**config.mk**
```make
export PLATFORM = sky130hd
export DESIGN_NAME = pc_ctrl
export DESIGN_NICKNAME = d
export VERILOG_FILES = /design/src/rtl/pc_ctrl.sv
export SDC_FILE = /design/constraint.sdc
export NUM_CORES = 1
export LEC_CHECK = 0
export CAP_MARGIN = 30
export CORE_MARGIN = 2
export CORE_UTILIZATION = 40
export DETAILED_ROUTE_END_ITERATION = 10
export GPL_ROUTABILITY_DRIVEN = 0
export PLACE_DENSITY_LB_ADDON = 0.1
export SETUP_SLACK_MARGIN = 0.5
export SLEW_MARGIN = 20
export SYNTH_ARGS = -nofsm -noshare
export SYNTH_HDL_FRONTEND = slang
export SYNTH_SLANG_ARGS = --single-unit
```
**constraint.sdc**
```tcl
create_clock -name CLK -period 13.05 [get_ports CLK]
set_input_delay 1.305 -clock CLK [delete_from_list [all_inputs] [get_ports CLK]]
set_output_delay 1.305 -clock CLK [all_outputs]
set_load 0.005 [all_outputs]
```
**src/rtl/pc_ctrl.sv**
```systemverilog
// Instruction-sequencing controller: FETCH/DECODE/EXEC/UPDATE loop driving PC
// increment/jump/return pulses, with a DEPTH-entry return-address stack.
module pc_ctrl #(
   parameter int DEPTH = 8,
   parameter int AW    = 16
) (
   input  logic          CLK,
   input  logic          RST,
   input  logic [AW-1:0] PC,
   output logic          Imem_req,
   input  logic          Imem_ack,
   output logic          Instr_valid,
   input  logic          Dec_jmp,
   input  logic          Dec_cond,
   input  logic          Dec_call,
   input  logic          Dec_ret,
   input  logic          Dec_halt,
   input  logic          Stall,
   output logic          PCpp,
   output logic          jmp,
   output logic          Ret,
   output logic [AW-1:0] DoST,
   output logic          Ovf,
   output logic          Unf,
   output logic          Halted
);

   localparam int SPW = $clog2(DEPTH) + 1;

   typedef enum logic [2:0] {S_FETCH, S_DECODE, S_EXEC, S_UPDATE, S_HALT} state_e;
   typedef enum logic [2:0] {A_SEQ, A_JMP, A_CALL, A_RET, A_HALT} action_e;

   state_e           state_q, state_d;
   action_e          action_q, action_d;
   logic             imem_req_q, imem_req_d;
   logic             instr_valid_q, instr_valid_d;
   logic             pcpp_q, pcpp_d;
   logic             jmp_q, jmp_d;
   logic             ret_q, ret_d;
   logic             ovf_q, ovf_d;
   logic             unf_q, unf_d;
   logic             halted_q, halted_d;
   logic [SPW-1:0]   sp_q, sp_d;
   logic [AW-1:0]    stack_q [DEPTH];
   logic [AW-1:0]    stack_d [DEPTH];
   logic [SPW-2:0]   top_idx;

   // NOTE: every variable gets a default at the top of always_comb, so no path
   // leaves one unassigned and no latch is inferred.
   always_comb begin
      state_d       = state_q;
      action_d      = action_q;
      imem_req_d    = imem_req_q;
      instr_valid_d = 1'b0;
      pcpp_d        = 1'b0;
      jmp_d         = 1'b0;
      ret_d         = 1'b0;
      ovf_d         = ovf_q;
      unf_d         = unf_q;
      halted_d      = halted_q;
      sp_d          = sp_q;
      stack_d       = stack_q;

      case (state_q)
         S_FETCH: begin
            // The ack only counts once the request is actually on the bus.
            if (!imem_req_q) begin
               imem_req_d = 1'b1;
            end else if (Imem_ack) begin
               imem_req_d    = 1'b0;
               instr_valid_d = 1'b1;
               state_d       = S_DECODE;
            end
         end
         S_DECODE: begin
            if (Dec_halt)                 action_d = A_HALT;
            else if (Dec_ret)             action_d = A_RET;
            else if (Dec_call)            action_d = A_CALL;
            else if (Dec_jmp && Dec_cond) action_d = A_JMP;
            else                          action_d = A_SEQ;
            state_d = S_EXEC;
         end
         S_EXEC: begin
            if (!Stall) begin
               state_d = S_UPDATE;
               case (action_q)
                  A_JMP: jmp_d = 1'b1;
                  A_CALL: begin
                     jmp_d = 1'b1;
                     if (sp_q == SPW'(DEPTH)) begin
                        ovf_d = 1'b1;
                     end else begin
                        stack_d[sp_q[SPW-2:0]] = PC + AW'(1);
                        sp_d = sp_q + SPW'(1);
                     end
                  end
                  A_RET: begin
                     // Returning from an empty stack degrades to a sequential step.
                     if (sp_q == '0) begin
                        unf_d  = 1'b1;
                        pcpp_d = 1'b1;
                     end else begin
                        ret_d = 1'b1;
                     end
                  end
                  A_HALT: begin
                     state_d  = S_HALT;
                     halted_d = 1'b1;
                  end
                  default: pcpp_d = 1'b1;
               endcase
            end
         end
         S_UPDATE: begin
            state_d    = S_FETCH;
            imem_req_d = 1'b1;
            if (ret_q) sp_d = sp_q - SPW'(1);
         end
         S_HALT: state_d = S_HALT;
         default: state_d = S_FETCH;
      endcase
   end

   // NOTE: the stack is a small register file that must read back as zero after
   // reset, so it is cleared with the rest of the state rather than left as RAM.
   always_ff @(posedge CLK or posedge RST) begin
      if (RST) begin
         state_q       <= S_FETCH;
         action_q      <= A_SEQ;
         imem_req_q    <= 1'b0;
         instr_valid_q <= 1'b0;
         pcpp_q        <= 1'b0;
         jmp_q         <= 1'b0;
         ret_q         <= 1'b0;
         ovf_q         <= 1'b0;
         unf_q         <= 1'b0;
         halted_q      <= 1'b0;
         sp_q          <= '0;
         stack_q       <= '{default: '0};
      end else begin
         state_q       <= state_d;
         action_q      <= action_d;
         imem_req_q    <= imem_req_d;
         instr_valid_q <= instr_valid_d;
         pcpp_q        <= pcpp_d;
         jmp_q         <= jmp_d;
         ret_q         <= ret_d;
         ovf_q         <= ovf_d;
         unf_q         <= unf_d;
         halted_q      <= halted_d;
         sp_q          <= sp_d;
         stack_q       <= stack_d;
      end
   end

   // At sp == DEPTH the low bits wrap to 0, so subtracting one still lands on DEPTH-1.
   assign top_idx     = sp_q[SPW-2:0] - (SPW-1)'(1);
   assign DoST        = (sp_q != '0) ? stack_q[top_idx] : '0;
   assign Imem_req    = imem_req_q;
   assign Instr_valid = instr_valid_q;
   assign PCpp        = pcpp_q;
   assign jmp         = jmp_q;
   assign Ret         = ret_q;
   assign Ovf         = ovf_q;
   assign Unf         = unf_q;
   assign Halted      = halted_q;

endmodule

```
==> results of run 1 <==
## sequential cells by signal, indices dropped and copies added, names as in the netlist
| signal | cells |
|---|---|
| state_q | 3 |
| Imem_req | 1 |
| Halted | 1 |
| Ovf | 1 |
| sp_q | 4 |
| jmp | 1 |
| PCpp | 1 |
| Ret | 1 |
| Unf | 1 |
| Instr_valid | 1 |
| action_q | 3 |
| stack_q | 128 |
## power groups by stage
stage,logic [mW],registers (mW),clock network [mW]
2_1_floorplan,0.140,0.506,0
3_3_place_gp,0.195,0.520,0
3_5_place_dp,0.201,0.521,0
4_1_cts,0.202,0.513,0.534
5_1_grt,0.219,0.518,0.555
6_report,0.196,0.513,0.524
## metrics by stage
stage               hold slack (ns)  area (um2)  setup WS (ns)  instances  total power, mW
CTS                           0.481        8090           8.49        912             1.25
global route                  0.500        8090           8.37        912             1.29
global placement              0.461        7420           8.99        879            0.716
finish                        0.470        8090           8.57        912             1.23
floorplan                     0.445        6750           7.82        640            0.647
detailed placement            0.468        7450           8.97        880            0.722
## cell type report
cell class                      count  area [um2]  area share
Clock buffer                       18         439      0.0543
Timing Repair Buffer               62         606      0.0749
Inverter                           11        46.3     0.00572
Multi-Input combinational cell    441        2870       0.354
Sequential cell                   146        3650       0.452
Tap cell                          220         275      0.0340
Clock inverter                     14         200      0.0248
## cells by family (layout without fill, tap and decap cells)
logic type               after synthesis  in the layout
AO/OA/AOI/OAI                        153            153
adder cells (fa/ha/maj)                3              3
multiplexers                          46             46
AND/OR/NAND/NOR                      218            218
flip-flops                           146            146
buffers and inverters                 53            105
XOR/XNOR                              21             21
## worst paths after layout
check | startpoint | depth (start not counted) | end
max | sp_q[1] | 6 | DoST[15]
max reg2reg | sp_q[1] | 6 | stack_q[81]
min | Unf | 1 | Unf
min reg2reg | Unf | 1 | Unf
min in group asynchronous | RST | 2 | Instr_valid
max in group asynchronous | RST | 4 | stack_q[123]
## per-layer routing
metal  GRT usage  vias up  routed length, um
met2       0.323      122               7940
met5           0        -                  0
met3      0.0382       18                718
li1            -     2329                  -
met4      0.0757        0                219
met1       0.272     2388               7830
## layout by cell type (no fill, tap or decap), types with 10 or more instances in the layout
cell type and n:
sky130_fd_sc_hd__o21ai_1 74, sky130_fd_sc_hd__clkdlybuf4s50_1 48, sky130_fd_sc_hd__xnor2_1 17, sky130_fd_sc_hd__inv_1 10, sky130_fd_sc_hd__nor2_1 53, sky130_fd_sc_hd__buf_4 13
sky130_fd_sc_hd__nand2_1 117, sky130_fd_sc_hd__clkbuf_16 17, sky130_fd_sc_hd__a21oi_1 63, sky130_fd_sc_hd__dfrtp_1 145, sky130_fd_sc_hd__nand3_1 13, sky130_fd_sc_hd__mux4_2 32
## worst max-delay path: stages, from the launching register on
cell and delay [ns]:
sky130_fd_sc_hd__dfrtp_1 0.49, sky130_fd_sc_hd__inv_1 0.08, sky130_fd_sc_hd__ha_2 0.93, sky130_fd_sc_hd__mux4_2 0.34
sky130_fd_sc_hd__nand2_1 0.05, sky130_fd_sc_hd__a21oi_1 0.28, sky130_fd_sc_hd__clkdlybuf4s50_1 0.58
==> qor_table.md, run 1 <==
| Item | Value | Unit |
|---|---|---|
| Seq pwr share | 0.416 | - |
| Post-Route Skew | 0.00712 | ns |
| Worst-case vdd ir drop | 104 | uV |
| Final worst-path cycle share | 0.343 | - |
| Top-level I/O count | 49 | - |
| WP data arrival | 3.18 | ns |
| Count of instances resized after the clock tree is built | 0 | - |
| Maximum number of pins on one net before global-route repair | 60 | - |
| Clock tree from TritonCTS | yes | - |
| Unrepaired setup endpoints after global routing | false | - |
| Clk sinks | 146 | - |
| Vias per cell | 5.33 | - |
| First-pass GRT wire length | 26800 | um |
| Remaining Overflow, GRT | 0 | - |
| Clk slew on worst S/H paths | 0.06 | ns |
| Number of distinct library cells after synthesis | 45 | - |
| Clock network latency to the later pin of the worst-skew pair | 0.42 | ns |
| Worst Setup Path Type | reg -> out | - |
| Largest family of logic cells by synthesized area | simple AND/OR/NAND/NOR gates | - |
| Antenna violations before repair | 0 | - |
| Initial core utilization | 0.408 | - |
| WL per Instance | 18.3 | um |
| Post-synthesis net count | 668 | - |
| Clock share of power | 0.425 | - |
| Combinational group share of total power | 0.159 | - |
| CP endpoint kind | output pin | - |
| Total Routing Usage GR | 0.201 | - |
| Average footprint of a synthesized cell | 10.5 | um2 |
| Maximum clock rate | 223 | MHz |
| Final critical path time including I/O delays and setup | 4.48 | ns |
| Filler cell count in the final layout | 1532 | - |
| Startpoint type of the worst setup path | flop | - |
| Die Outline Area | 17900 | um2 |
| Async set or reset register ratio after synthesis | 1.00 | - |
| Port buffer count | 48 | - |
| Worst-case headroom to the max-slew limit | 0.401 | - |
| Seq/Total Area, Yosys | 0.541 | - |
| Count of mapped cells out of synthesis | 640 | - |
| Static leakage | 3.42 | nW |
| Post-Synthesis Cell Area | 6750 | um2 |
| Postcts setup bufs | 0 | - |
| Hold WC Path Type | reg -> reg | - |
| Deepest level of the CTS H-tree | 4 | - |
| Post-Route Setup TNS | 0 | ns |
| Net load switching power | 340 | uW |
| Diodes inserted | 0 | - |
| Transition at the pin with the smallest max-transition slack | 0.899 | ns |
| Post-Route Utilization | 0.489 | - |
| Sw Share | 0.276 | - |
| Number of synthesized flops with an enable pin | 0 | - |
| Vias in the first global route | 4839 | - |
| Share of synthesized cell area in full adder, half adder and majority cells | 0.00556 | - |
| Die Span X | 134 | um |
| Number of nets still failing antenna checks after routing | 0 | - |
| Standard-cell rows | 47 | - |
| Layout cell share with drive strength beyond 1 | 0.140 | - |
| Dominant synthesized flop cell | sky130_fd_sc_hd__dfrtp_1 | - |
| Yosys top cell by area | sky130_fd_sc_hd__dfrtp_1 | - |
| XOR/XNOR Fraction of Synth Area | 0.0273 | - |
| Cell types occupying the most area after synthesis | sky130_fd_sc_hd__dfrtp_1 54%, sky130_fd_sc_hd__mux4_2 11%, sky130_fd_sc_hd__nand2_1 6.5% | - |
| Fraction of synthesized area in multiplexers | 0.130 | - |
| TritonCTS buffer count | 17 | - |
| HPWL after detailed placement | 10500 | um |
| Clk Tree Root Cell | sky130_fd_sc_hd__clkbuf_16 | - |
| Number of max-cap violations | 0 | - |
| Total of warnings raised by yosys | 0 | - |
| DR DRC count | 0 | - |
| Most frequent cells after synthesis | 146 x sky130_fd_sc_hd__dfrtp_1, 117 x sky130_fd_sc_hd__nand2_1, 74 x sky130_fd_sc_hd__o21ai_1 | - |
| Area fraction in and, or, nand and nor cells after synthesis | 0.142 | - |
| Length of the first detailed-routing pass in iterations | 4 | - |
| Fin. max-slew vios | 0 | - |
| Power density over the cells | 152 | nW/um2 |
| Critical Path Fanout Max | 32 | - |
| Proportion of netlist area held by the largest area contributor | 0.541 | - |
| Vertical die dimension | 134 | um |
| Number of synthesized register bits | 146 | - |
| Cell-internal power | 893 | uW |
| First DRT Iteration DRCs | 260 | - |
| # hold bufs at CTS | 0 | - |
| Final setup vio count | 0 | - |
| Cell with the most instances after synthesis | sky130_fd_sc_hd__dfrtp_1 | - |
| Final hold violations | 0 | - |
| Core Footprint | 16500 | um2 |
| Number of nets in the finished design | 707 | - |
| Total via count after detailed routing | 4857 | - |
| Register-to-register setup slack | 10.23 | ns |
| Share of the synthesized area in compound gates (AO/OA/AOI/OAI) | 0.119 | - |
| P&R area growth vs syn | 19.9 | % |
| Max Buffers Root-to-Sink | 2 | - |
| Post-detailed-routing wire length | 16700 | um |
| Status | completed | - |
| Required time of the critical path | 11.74 | ns |
Note: power is estimated with default switching activity, not from simulation.
==> run 2: changes to the inputs <==
- clock period: 13.05 -> 3.6 ns (I/O delays scaled with it)
==> qor_table.md, run 2 (synthesis gave the netlist of run 1 again) <==
| Item | Value | Unit | Delta |
|---|---|---|---|
| Status | completed | - | unchanged |
| Startpoint type of the worst setup path | flop | - | unchanged |
| Remaining Overflow, GRT | 0 | - | unchanged |
| Core Footprint | 16500 | um2 | unchanged |
| Deepest level of the CTS H-tree | 4 | - | unchanged |
| Cell Count Post-Placement | 881 | - | was 880 |
| Final hold violations | 0 | - | unchanged |
| Post-Route Setup TNS | 0 | ns | unchanged |
| Final critical path time including I/O delays and setup | 2.95 | ns |  |
| HPWL after detailed placement | 10500 | um | about the same |
| Number of nets in the finished design | 708 | - | was 707 |
| Final setup vio count | 0 | - | unchanged |
| Length of the first detailed-routing pass in iterations | 4 | - | unchanged |
| WP data arrival | 2.59 | ns | was 3.18 ns |
| Worst-case headroom to the max-slew limit | 0.413 | - | was 0.401 |
| Worst-case vdd ir drop | 344 | uV | was 104 uV |
| Antenna violations before repair | 0 | - | unchanged |
| Required time of the critical path | 3.24 | ns | was 11.74 ns |
| CP endpoint kind | output pin | - | unchanged |
| Diodes inserted | 0 | - | unchanged |
| Cell-by-cell trace of the critical path | inv_1 -> ha_1 -> buf_12 -> mux4_2 -> nand2_1 -> a21oi_1 -> clkdlybuf4s50_1 | - | was inv_1 -> ha_2 -> mux4_2 -> nand2_1 -> a21oi_1 -> clkdlybuf4s50_1 |
| Critical Path Fanout Max | 32 | - | unchanged |
| Fin. max-slew vios | 0 | - | unchanged |
| Clk Tree Root Cell | sky130_fd_sc_hd__clkbuf_16 | - | unchanged |
| Clock network latency to the later pin of the worst-skew pair | 0.42 | ns | about the same |
| Regs by FF count | stack_q x128, sp_q x4 | - | unchanged |
| Overall power of the completed layout | 4.24 | mW | was 1.23 mW |
| Die Span X | 134 | um | unchanged |
| WL per Instance | 18.5 | um | was 18.3 um |
| Number of flip-flops in the largest register | 128 | - | unchanged |
| TritonCTS buffer count | 17 | - | unchanged |
| Unrepaired setup endpoints after global routing | false | - | unchanged |
| Total Routing Usage GR | 0.201 | - | about the same |
| Layout cell share with drive strength beyond 1 | 0.141 | - | was 0.140 |
| Count of instances resized after the clock tree is built | 0 | - | unchanged |
| Filler cell count in the final layout | 1515 | - | was 1532 |
| Final worst-path cycle share | 0.819 | - |  |
| Number of max-cap violations | 0 | - | unchanged |
| Post-detailed-routing wire length | 16900 | um | was 16700 um |
| Postcts setup bufs | 0 | - | unchanged |
| Largest stage delay on the critical path | 0.57 | ns | was 0.93 ns |
| Static leakage | 3.37 | nW | was 3.42 nW |
| Post-Route Skew | 0.00680 | ns | was 0.00712 ns |
| Commonest non-fill, non-tap cell in the layout | sky130_fd_sc_hd__dfrtp_1 | - | unchanged |
| Max Buffers Root-to-Sink | 2 | - | unchanged |
| Die Outline Area | 17900 | um2 | unchanged |
| Maximum clock rate | 339 | MHz |  |
| Crit path max-delay cell type | sky130_fd_sc_hd__clkdlybuf4s50_1 | - | was sky130_fd_sc_hd__ha_2 |
| Top-level I/O count | 49 | - | unchanged |
| Final cell count without fillers | 913 | - | was 912 |
| Register containing the most flip-flops in the final layout | stack_q | - | unchanged |
| P&R area growth vs syn | 18.9 | % | was 19.9% |
| Kind of cell with the highest combined delay on the critical path | buffers and inverters | - | was adder cells |
| Initial core utilization | 0.408 | - | unchanged |
| Register-to-register setup slack | 1.25 | ns | was 10.23 ns |
| Transition at the pin with the smallest max-transition slack | 0.880 | ns | was 0.899 ns |
| Hold WC Path Type | in -> async | - | was reg -> reg |
| Total buffers and inverters traversed by the critical path | 3 | - | was 2 |
| Clk slew on worst S/H paths | 0.06 | ns | about the same |
| Port buffer count | 48 | - | unchanged |
| Vias in the first global route | 5003 | - | was 4839 |
| Standard-cell rows | 47 | - | unchanged |
| DR DRC count | 0 | - | unchanged |
| Vias per cell | 5.27 | - | was 5.33 |
| Clock tree from TritonCTS | yes | - | unchanged |
| Most used cells in the layout excluding fill and tap cells | 144 x sky130_fd_sc_hd__dfrtp_1, 117 x sky130_fd_sc_hd__nand2_1, 74 x sky130_fd_sc_hd__o21ai_1 | - | was 145 x sky130_fd_sc_hd__dfrtp_1, 117 x sky130_fd_sc_hd__nand2_1, 74 x sky130_fd_sc_hd__o21ai_1 |
| Clk sinks | 146 | - | unchanged |
| Number of nets still failing antenna checks after routing | 0 | - | unchanged |
| Total via count after detailed routing | 4813 | - | was 4857 |
| First-pass GRT wire length | 27400 | um | was 26800 um |
| Power density over the cells | 528 | nW/um2 | was 152 nW/um2 |
| Maximum number of pins on one net before global-route repair | 147 | - | was 60 |
| # hold bufs at CTS | 0 | - | unchanged |
| Worst Setup Path Type | reg -> out | - | unchanged |
| First DRT Iteration DRCs | 340 | - | was 260 |
| Vertical die dimension | 134 | um | unchanged |
run 2: where the power goes:
group	total, mW	internal [mW]	switching [mW]
combinational	0.714	0.308	0.406
sequential	1.86	1.75	0.116
clock	1.66	0.968	0.692
total	4.24	3.02	1.21
run 2: routing by layer:
metal	global-route usage	routed length [um]
met1	0.276	7940
met2	0.322	8050
met3	0.0484	744
met4	0.0538	145
met5	0	0
run 2: area by class of cell:
class	count	area, um2	area share
timing repair buffer	63	622	0.0775
sequential	146	3660	0.456
multi-input combinational	441	2870	0.358
clock buffer	20	447	0.0557
clock inverter	12	109	0.0136
inverter	11	45.0	0.00561
tap	220	275	0.0343
run 2: final timing paths:
check | startpoint | to | depth (start not counted)
worst min register to register | Unf | Unf | 1
worst min-delay path | RST | state_q[0] | 3
min in group CLK | Unf | Unf | 1
worst max register to register | sp_q[1] | stack_q[81] | 6
max in group asynchronous | RST | stack_q[113] | 3
worst max-delay path | sp_q[1] | DoST[11] | 7
run 2: metrics by stage:
step | cell area, um2 | setup slack (ns) | hold slack (ns) | util
6_report | 8030 | 0.652 | 0.442 | 0.486
2_1_floorplan | 6750 | 1.12 | 0.445 | -
3_5_place_dp | 7460 | 0.757 | 0.462 | 0.451
4_1_cts | 8010 | 0.528 | 0.476 | 0.485
3_3_place_gp | 7460 | 0.805 | 0.462 | 0.451
5_1_grt | 8030 | 0.533 | 0.484 | 0.486
run 2: tightest hold or removal path, cell delays in order:
cell and delay (ns):
sky130_fd_sc_hd__clkdlybuf4s50_1 0.44, sky130_fd_sc_hd__clkinvlp_4 0.10, sky130_fd_sc_hd__buf_12 0.46
==> run 3: changes to the inputs <==
- clock period: 3.6 -> 2.5 ns (I/O delays scaled with it)
==> qor_table.md, run 3 (synthesis gave the netlist of run 1 again) <==
| Item | Value | Unit | Delta |
|---|---|---|---|
| Status | completed | - | unchanged |
| Clk Tree Root Cell | sky130_fd_sc_hd__clkbuf_16 | - | unchanged |
| Number of max-cap violations | 0 | - | unchanged |
| Core Footprint | 16500 | um2 | unchanged |
| P&R area growth vs syn | 34.4 | % | was 18.9% |
| Total via count after detailed routing | 5163 | - | was 4813 |
| Number of flip-flops in the largest register | 128 | - | unchanged |
| WP data arrival | 2.06 | ns | was 2.59 ns |
| WL per Instance | 19.2 | um | was 18.5 um |
| Regs by FF count | stack_q x128, sp_q x4 | - | unchanged |
| Vias in the first global route | 5078 | - | was 5003 |
| Die Outline Area | 17900 | um2 | unchanged |
| First-pass GRT wire length | 28900 | um | was 27400 um |
| Worst Setup Path Type | reg -> out | - | unchanged |
| Register containing the most flip-flops in the final layout | stack_q | - | unchanged |
| Vias per cell | 5.32 | - | was 5.27 |
| Power density over the cells | 757 | nW/um2 | was 528 nW/um2 |
| Deepest level of the CTS H-tree | 4 | - | unchanged |
| Length of the first detailed-routing pass in iterations | 4 | - | unchanged |
| Area of all placed cells without fillers | 9070 | um2 | was 8030 um2 |
| Static leakage | 3.92 | nW | was 3.37 nW |
| Placed cell areas | 7750 | um2 | was 7460 um2 |
| Total Routing Usage GR | 0.214 | - | was 0.201 |
| Post-Route Skew | 0.00855 | ns | was 0.00680 ns |
| Maximum number of pins on one net before global-route repair | 86 | - | was 147 |
| Clk sinks | 146 | - | unchanged |
| Commonest non-fill, non-tap cell in the layout | sky130_fd_sc_hd__dfrtp_1 | - | unchanged |
| Total buffers and inverters traversed by the critical path | 4 | - | was 3 |
| Largest stage delay on the critical path | 0.38 | ns | was 0.57 ns |
| # hold bufs at CTS | 0 | - | unchanged |
| Fin. max-slew vios | 0 | - | unchanged |
| Layout cell share with drive strength beyond 1 | 0.301 | - | was 0.141 |
| Number of cells on the critical path | 8 | - | was 7 |
| Startpoint type of the worst setup path | flop | - | unchanged |
| Required time of the critical path | 2.25 | ns | was 3.24 ns |
| Post-Route Setup TNS | 0 | ns | unchanged |
| Clk slew on worst S/H paths | 0.06 | ns | about the same |
| Most used cells in the layout excluding fill and tap cells | 144 x sky130_fd_sc_hd__dfrtp_1, 91 x sky130_fd_sc_hd__nand2_1, 74 x sky130_fd_sc_hd__o21ai_1 | - | was 144 x sky130_fd_sc_hd__dfrtp_1, 117 x sky130_fd_sc_hd__nand2_1, 74 x sky130_fd_sc_hd__o21ai_1 |
| Remaining Overflow, GRT | 0 | - | unchanged |
| DR DRC count | 0 | - | unchanged |
| Hold WC Path Type | in -> async | - | unchanged |
| Final hold violations | 0 | - | unchanged |
| Worst-case headroom to the max-slew limit | 0.416 | - | was 0.413 |
| Number of nets in the finished design | 765 | - | was 708 |
| Maximum clock rate | 433 | MHz |  |
| Max Buffers Root-to-Sink | 2 | - | unchanged |
| Worst-case vdd ir drop | 534 | uV | was 344 uV |
| Unrepaired setup endpoints after global routing | true | - | was false |
| Cell-by-cell trace of the critical path | inv_2 -> ha_4 -> buf_12 -> buf_6 -> mux4_2 -> nand2_2 -> a21oi_4 -> buf_2 | - | was inv_1 -> ha_1 -> buf_12 -> mux4_2 -> nand2_1 -> a21oi_1 -> clkdlybuf4s50_1 |
| Clock tree from TritonCTS | yes | - | unchanged |
| Final setup vio count | 0 | - | unchanged |
| Post-detailed-routing wire length | 18600 | um | was 16900 um |
| Initial core utilization | 0.408 | - | unchanged |
| Kind of cell with the highest combined delay on the critical path | buffers and inverters | - | unchanged |
| HPWL after detailed placement | 11700 | um | was 10500 um |
| Transition at the pin with the smallest max-transition slack | 0.870 | ns | was 0.880 ns |
| Crit path max-delay cell type | sky130_fd_sc_hd__dfrtp_2 | - | was sky130_fd_sc_hd__clkdlybuf4s50_1 |
| Die Span X | 134 | um | unchanged |
| CP endpoint kind | output pin | - | unchanged |
| Critical Path Fanout Max | 6 | - | was 32 |
| Antenna violations before repair | 0 | - | unchanged |
| TritonCTS buffer count | 17 | - | unchanged |
| Vertical die dimension | 134 | um | unchanged |
| Top-level I/O count | 49 | - | unchanged |
| Clock network latency to the later pin of the worst-skew pair | 0.42 | ns | about the same |
| Port buffer count | 48 | - | unchanged |
| Diodes inserted | 0 | - | unchanged |
| Standard-cell rows | 47 | - | unchanged |
| Length in cells of the worst reg-to-reg path | 8 | - | was 6 |
| Final critical path time including I/O delays and setup | 2.31 | ns |  |
| Final worst-path cycle share | 0.924 | - |  |
| Number of nets still failing antenna checks after routing | 0 | - | unchanged |
| First DRT Iteration DRCs | 279 | - | was 340 |
| Hold_ws | 0.285 | ns | was 0.442 ns |
## run 3: changes by cell type in the layout (fill, tap and decap cells not counted), sizes merged
cell	before	now
inv	11	10
clkdlybuf4s50	48	32
clkinvlp	6	4
clkinv	5	8
buf	15	87
bufinv	1	2
## run 3: power by group
group          internal, mW  switching [mW]
Sequential             2.52           0.175
Combinational         0.897           0.771
Clock                  1.49            1.01
## run 3: layout make-up
class | instances | area (um2)
tap | 220 | 275
inverter | 11 | 45.0
sequential | 146 | 3660
multi-input combinational | 441 | 3130
clock inverter | 13 | 138
timing repair buffer | 120 | 1390
clock buffer | 19 | 443
fill | 1410 | 7450
## run 3: path summary, 6_finish.rpt
check,start,end,slack (ns)
max,sp_q[0],DoST[4],0.19
min,RST,Halted,0.28
max reg2reg,sp_q[0],stack_q[81],0.49
min reg2reg,Unf,Unf,0.47
max in group asynchronous,RST,stack_q[118],1.78
min in group CLK,Imem_ack,Instr_valid,0.44
## run 3: what timing repair did
item                                   4_1_cts  5_1_grt
endpoints found under the hold margin        0        0
pin swaps                                   35       16
gates resized for setup                    121       52
gates cloned                                 4        1
setup endpoints to repair                   16       83
setup buffers                               22        7
## run 3: metrics by stage
stage | power, mW | setup WS [ns] | util | std cells
after global routing | 7.17 | 0.132 | 0.549 | 970
after floorplan | 3.41 | 0.417 | - | 640
final | 6.86 | 0.190 | 0.549 | 970
after global placement | 3.87 | 0.0295 | 0.469 | 904
after detailed placement | 3.88 | 0.0732 | 0.469 | 904
after CTS | 6.79 | 0.180 | 0.531 | 962
## run 3: per-layer routing
layer  vias up  share of wire  track usage
li1       2441              -            -
met1      2552           0.46        0.298
met2       141           0.46        0.328
met3        29          0.054       0.0605
met4         0          0.019       0.0662
met5         -              0            0
## run 3: tightest hold or removal path, stage by stage
cell and delay, ns:
sky130_fd_sc_hd__clkdlybuf4s50_1 0.44, sky130_fd_sc_hd__clkinvlp_4 0.12, sky130_fd_sc_hd__buf_12 0.29
